--- config.mk ---
export PLATFORM = sky130hd
export DESIGN_NAME = block_dot_accumulator_flat
export DESIGN_NICKNAME = d
export VERILOG_FILES = /design/src/rtl/block_dot_accumulator_if.sv /design/src/rtl/block_dot_accumulator.sv /design/src/flat_wrapper.sv
export SDC_FILE = /design/constraint.sdc
export NUM_CORES = 1
export LEC_CHECK = 0
export ABC_AREA = 1
export BUFFER_PORTS_ARGS = -buffer_cell sky130_fd_sc_hd__clkbuf_2
export CAP_MARGIN = 15
export CORE_ASPECT_RATIO = 2
export CORE_MARGIN = 4
export CORE_UTILIZATION = 40
export CTS_BUF_LIST = sky130_fd_sc_hd__clkbuf_2 sky130_fd_sc_hd__clkbuf_4 sky130_fd_sc_hd__clkbuf_8
export DETAILED_ROUTE_END_ITERATION = 10
export HOLD_SLACK_MARGIN = 0.15
export PLACE_DENSITY = 0.55
export SETUP_SLACK_MARGIN = 0.4
export SYNTH_ARGS = -nofsm -noshare
export SYNTH_HDL_FRONTEND = slang
export SYNTH_SLANG_ARGS = --single-unit
--- constraint.sdc ---
create_clock -name clk -period 6.36 [get_ports clk]
set_clock_uncertainty 0.15 [all_clocks]
set_input_delay 0.636 -clock clk [delete_from_list [all_inputs] [get_ports clk]]
set_output_delay 0.636 -clock clk [all_outputs]
set_load 0.03 [all_outputs]
--- src/rtl/block_dot_accumulator_if.sv ---
// block_dot_accumulator_if: element-pair input and result output strobe/ack bus
interface block_dot_accumulator_if #(parameter int w = 8);
  logic [w-1:0] input_a, input_b, output_z;
  logic input_stb, input_ack, output_z_ovf, output_z_stb, output_z_ack;
  modport master(
    output input_a, input_b, input_stb, output_z_ack,
    input  input_ack, output_z, output_z_ovf, output_z_stb
  );
  modport slave(
    input  input_a, input_b, input_stb, output_z_ack,
    output input_ack, output_z, output_z_ovf, output_z_stb
  );
endinterface

--- src/rtl/block_dot_accumulator.sv ---
// block_dot_accumulator: signed dot product over n pairs, one registered partial sum per n pairs
module block_dot_accumulator #(
  parameter int w = 8,
  parameter int n = 4
) (
  input logic clk,
  input logic rst,
  block_dot_accumulator_if.slave bus
);
  localparam int AW = (n > 2) ? 2 * w + $clog2(n) : 2 * w + 1;
  localparam int CW = (n > 1) ? $clog2(n) : 1;
  typedef enum logic [1:0] {ACCEPT, MULT, ADD, OUT} state_t;
  state_t state_q, state_d;
  logic signed [w-1:0] a_q, a_d, b_q, b_d, z_q, z_d;
  logic signed [2*w-1:0] prod_q, prod_d;
  logic signed [AW-1:0] acc_q, acc_d, acc_sum;
  logic [CW-1:0] count_q, count_d;
  logic ovf_q, ovf_d, last;
  always_comb begin
    state_d = state_q;
    a_d = a_q;
    b_d = b_q;
    prod_d = prod_q;
    acc_d = acc_q;
    count_d = count_q;
    z_d = z_q;
    ovf_d = ovf_q;
    acc_sum = acc_q + {{(AW-2*w){prod_q[2*w-1]}}, prod_q};
    last = count_q == CW'(n - 1);
    unique case (state_q)
      ACCEPT: if (bus.input_stb) begin
        a_d = bus.input_a;
        b_d = bus.input_b;
        state_d = MULT;
      end
      MULT: begin
        prod_d = {{w{a_q[w-1]}}, a_q} * {{w{b_q[w-1]}}, b_q};
        state_d = ADD;
      end
      ADD: begin
        acc_d = acc_sum;
        count_d = count_q + CW'(1);
        // result fits in w bits only if all bits above the w-bit sign agree with it
        z_d = last ? acc_sum[w-1:0] : z_q;
        ovf_d = last ? ~(&acc_sum[AW-1:w-1] | ~|acc_sum[AW-1:w-1]) : ovf_q;
        state_d = last ? OUT : ACCEPT;
      end
      OUT: if (bus.output_z_ack) begin
        acc_d = '0;
        count_d = '0;
        state_d = ACCEPT;
      end
      default: state_d = ACCEPT;
    endcase
  end
  always_ff @(posedge clk or negedge rst) begin
    if (!rst) begin
      state_q <= ACCEPT;
      a_q <= '0;
      b_q <= '0;
      prod_q <= '0;
      acc_q <= '0;
      count_q <= '0;
      z_q <= '0;
      ovf_q <= 1'b0;
    end else begin
      state_q <= state_d;
      a_q <= a_d;
      b_q <= b_d;
      prod_q <= prod_d;
      acc_q <= acc_d;
      count_q <= count_d;
      z_q <= z_d;
      ovf_q <= ovf_d;
    end
  end
  assign bus.input_ack = rst && state_q == ACCEPT;
  assign bus.output_z = z_q;
  assign bus.output_z_ovf = ovf_q;
  assign bus.output_z_stb = state_q == OUT;
endmodule
--- src/flat_wrapper.sv ---
// flat-port wrapper written by rule: the top's interface ports become plain ports
module block_dot_accumulator_flat 
#(
  parameter int w = 8,
  parameter int n = 4
)
  (clk, rst, bus_input_a, bus_input_b, bus_input_stb, bus_output_z_ack, bus_input_ack, bus_output_z, bus_output_z_ovf, bus_output_z_stb);
  block_dot_accumulator_if #(.w(w)) bus_i ();
  input logic clk;
  input logic rst;
  input wire logic [$bits(bus_i.input_a)-1:0] bus_input_a;
  input wire logic [$bits(bus_i.input_b)-1:0] bus_input_b;
  input wire logic [$bits(bus_i.input_stb)-1:0] bus_input_stb;
  input wire logic [$bits(bus_i.output_z_ack)-1:0] bus_output_z_ack;
  output wire logic [$bits(bus_i.input_ack)-1:0] bus_input_ack;
  output wire logic [$bits(bus_i.output_z)-1:0] bus_output_z;
  output wire logic [$bits(bus_i.output_z_ovf)-1:0] bus_output_z_ovf;
  output wire logic [$bits(bus_i.output_z_stb)-1:0] bus_output_z_stb;
  assign bus_i.input_a = bus_input_a;
  assign bus_i.input_b = bus_input_b;
  assign bus_i.input_stb = bus_input_stb;
  assign bus_i.output_z_ack = bus_output_z_ack;
  assign bus_input_ack = bus_i.input_ack;
  assign bus_output_z = bus_i.output_z;
  assign bus_output_z_ovf = bus_i.output_z_ovf;
  assign bus_output_z_stb = bus_i.output_z_stb;
  block_dot_accumulator #(.w(w), .n(n)) u_core (.clk(clk), .rst(rst), .bus(bus_i));
endmodule
After elaboration in Yosys (flattened, before gate mapping)
Cells that the tools add are included.

Divide/modulo/power cells: 0. Bitwise logic cells: 2. Order comparisons: 0. Equal/unequal tests: 6. Reductions and logical operators: 10. Multiplexer cells: 7. $add $sub $neg: 2. Shift-type cells: 0. Multiply operators: 1.

Operators by type and width (number): $pmux 18 s2 (1); $add 18x18->18 (1); $mux 18 (1); $mul 8x8->16 (1); $reduce_and 11->1 (1); $reduce_or 11->1 (1); $pmux 2 s4 (1); $reduce_and 2->1 (4); $eq 2x2->1 const B (3); $mux 2 (3); $ne 2x2->1 const B (2); $pmux 2 s2 (1); $add 2x1->2 const B (1); $eq 2x1->1 const B (1); $logic_not 2->1 (1); $reduce_bool 2->1 (1); $logic_and 1x1->1 (1); $logic_not 1->1 (1); $not 1->1 (1); $or 1x1->1 (1).

Latch bits: 0. Word-level logic and storage cells: 36. Memories kept: 0. ROM bits: 0. Register bits after elaboration: 63. Bits of input ports: 20. Output and inout port bits: 11. Memory bits (writable): 0.

Longest topological paths before layout
Depth after elaboration: 5. Gate-level depth with buffers: 20.

Worst setup path after synthesis
Ideal clock, no wire load.

Path kind: reg-to-reg. Start point: reg u_core.b_q[7]. End point: reg u_core.prod_q[13]. Cell stages (with the launch flop): 18. Setup time: 0.136 ns. Data required time: 6.074 ns. Arrival: 4.206 ns. Slack: 1.867 ns. Clock period less this slack: 4.493 ns. Cells stage by stage: dfrtp_1 > clkinv_1 > or2_2 > fa_1 > fa_1 > inv_1 > fa_1 > inv_1 > fa_1 > inv_1 > ha_1 > nand2_1 > inv_1 > a21oi_1 > o21ai_0 > a21oi_1 > xor2_1 > o21ai_0.

Cells in the longest elaborated chain, start to end: 1.

Ends and longest elaborated chain: start, declared (line block_dot_accumulator.sv:14) `logic signed [w-1:0] a_q, a_d, b_q, b_d, z_q, z_d;`; start signal, assigned (line block_dot_accumulator.sv:60) `b_q <= '0;`; start signal, assigned (line block_dot_accumulator.sv:69) `b_q <= b_d;`; $mul 8x8->16 (line block_dot_accumulator.sv:37) `prod_d = {{w{a_q[w-1]}}, a_q} * {{w{b_q[w-1]}}, b_q};`; end signal, assigned (line block_dot_accumulator.sv:70) `prod_q <= prod_d;`; end, declared (line block_dot_accumulator.sv:15) `logic signed [2*w-1:0] prod_q, prod_d;`.

No other way between the ends. A chain may end at the register's enable or synchronous reset.

Worst setup path after layout
Same ends and word-level chain as after synthesis.

==> results.toml <==
[status]
status = "complete, no violations"

[critical_path]
required_ns = 6.40
startpoint_type = "flop"
crit_fanout = 9
crit_buf_inv = 5
crit_path_top_delay_cell = "fa_1"
crit_family = "adder cells"
path_class = "flop to flop"
worstPathArrival_ns = 4.87
max_stage_delay_ns = 0.55
cp_cell_sequence = "clkinv_1, or2_2, fa_1, fa_1, inv_1, fa_1, inv_1, fa_1, inv_1, ha_1, nand2_1, inv_1, a21oi_1, o21ai_0, a21oi_1, xor2_1, o21ai_0"
endpoint_kind = "flop"

[clock_tree]
cts.sinks = 63
cts.clk_slew.worst_paths_ns = 0.09
cts-root-buf = "clkbuf_8"
cts_setup_buffers = 0
cts_made_buffers = 9
clock_latency_ns = 0.36
hold_buffers = 0
post_cts_resized = 0
cts_buffer_depth = 2
htreeDepth = 3
tritoncts = "built"

[timing]
worstMarginPinSlew_ns = 0.820
finalCritPeriodShare = 0.759
slew_headroom = 0.452
rsz0062_at_grt = "false"
timing.setup.tns_ns = 0
fmax_ghz = 0.207
period_needed_ns = 4.83
hold_violations = 0
slew_violations = 0
setup_violations = 0

[final_layout]
nets = 988
regArea_mm2 = 0.00158
multi_input_area_mm2 = 0.00383
drive_above_1_share = 0.105
diodes = 0
nFillCells = 1642
final_common_cell = "nand2_1"
layout_common_cells = "233 x nand2_1, 215 x inv_1, 63 x dfrtp_1"
area_growth_pct = 8.32

[yosys]
synth_top_area_share = 0.249
synthTopCellsByArea = "dfrtp_1 25%, fa_1 18%, nand2_1 14%"
syn_inst = 846
yosysUniqueCellTypes = 29
synth_area_mm2 = 0.00633
ys_seq_elements = 63
synth_top_cell_by_area = "dfrtp_1"
syn_nets = 969
synthArstFlopShare = 1.00
yosysWarnings = 0
synth_flop_cell = "dfrtp_1"
yosysSeqAreaShare = 0.249
syn_avg_cell_area_um2 = 7.49
synth_edf_count = 0

[flow_run]
drv_cap = 0

[floorplan]
die_h_um = 186
rows = 64
ios = 31
start_util = 0.410
core_mm2 = 0.0155
die-width_um = 97.0
dieArea_mm2 = 0.0180

[placed_design]
dp_hpwl_mm = 12.2
place_congestion = 0.881
io_buffers = 30

[drt]
vias = 5042
detail_route.vias_per_cell = 4.72
drcViolationCount = 0
dr.pass1.iters = 5
wl_per_cell_um = 13.6
antenna_left = 0
drt_iter0_markers = 128
wirelength_mm = 14.5

[grt]
grt_max_degree = 65
grt_antenna_before_repair = 0
overflow = 0
grt_pass1_vias = 5369
grt_pass1_wl_mm = 24.8
grt_usage = 0.173

[min_path]
hold_class = "input port to async pin"
[area by class of cell]
| cell class | count | share of cell area |
|---|---|---|
| Multi-Input combinational cell | 540 | 0.559 |
| Timing Repair Buffer | 32 | 0.0241 |
| Clock buffer | 10 | 0.0201 |
| Inverter | 219 | 0.120 |
| Tap cell | 198 | 0.0361 |
| Clock inverter | 6 | 0.0109 |
| Sequential cell | 63 | 0.230 |
[kinds of logic (layout without fill, tap and decap cells)]
group	after synthesis	after routing	share of synthesized area
compound gates	65	65	0.0555
fa+ha+maj	103	103	0.270
buf+inv	243	267	0.145
xor+xnor	19	19	0.0263
mux	15	15	0.0267
flops	63	63	0.249
simple gates	338	338	0.227
[sequential cells by signal (all words and copies together) (netlist names)]
name,count
u_core.a_q,8
u_core.acc_q,18
u_core.b_q,8
u_core.bus.output_z,8
u_core.bus.output_z_ovf,1
u_core.count_q,2
u_core.prod_q,16
u_core.state_q,2
[per-layer routing]
layer,wire length [um],global-route usage,up-vias,share of wire
li1,-,-,2558,-
met1,5120,0.161,2400,0.35
met2,8560,0.362,55,0.59
met3,216,0.0173,29,0.015
met4,624,0.0838,0,0.043
met5,0,0,-,0
[Yosys cell counts, drive strengths merged (2+ instances only)]
| master | count |
|---|---|
| nand2 | 245 |
| xnor2 | 9 |
| and2 | 3 |
| inv | 218 |
| xor2 | 10 |
| a21o | 3 |
| nand4 | 8 |
| buf | 3 |
| a21oi | 21 |
| o22ai | 15 |
| ha | 47 |
| nor3 | 3 |
| dfrtp | 63 |
| fa | 56 |
| or2 | 2 |
| clkbuf | 21 |
| nand3 | 42 |
| mux2 | 15 |
| o21ai | 26 |
| nor2 | 34 |
[worst paths after layout]
kind / start / endpoint / slack, ns / cells after the start
max: u_core.b_q[7] / u_core.prod_q[13] / 1.53 / 17
min: rst / u_core.a_q[1] / 0.30 / 2
max reg2reg: u_core.b_q[7] / u_core.prod_q[13] / 1.53 / 17
min reg2reg: u_core.count_q[0] / u_core.count_q[0] / 0.34 / 1
max in group asynchronous: rst / u_core.acc_q[13] / 5.20 / 2
min in group clk: u_core.count_q[0] / u_core.count_q[0] / 0.34 / 1
[stage by stage]
step,util,instance area (um^2),setup slack [ns],cells,hold slack (ns)
2_1_floorplan,-,6330,1.87,846,0.190
3_3_place_gp,0.430,6650,1.63,1052,0.315
3_5_place_dp,0.430,6650,1.55,1052,0.319
4_1_cts,0.444,6860,1.52,1068,0.321
5_1_grt,0.444,6860,1.25,1068,0.342
6_report,0.444,6860,1.53,1068,0.302
Power is left out: the tool's default activity adds up to more than one toggle a clock period on the data nets, which glitch-free logic cannot reach.
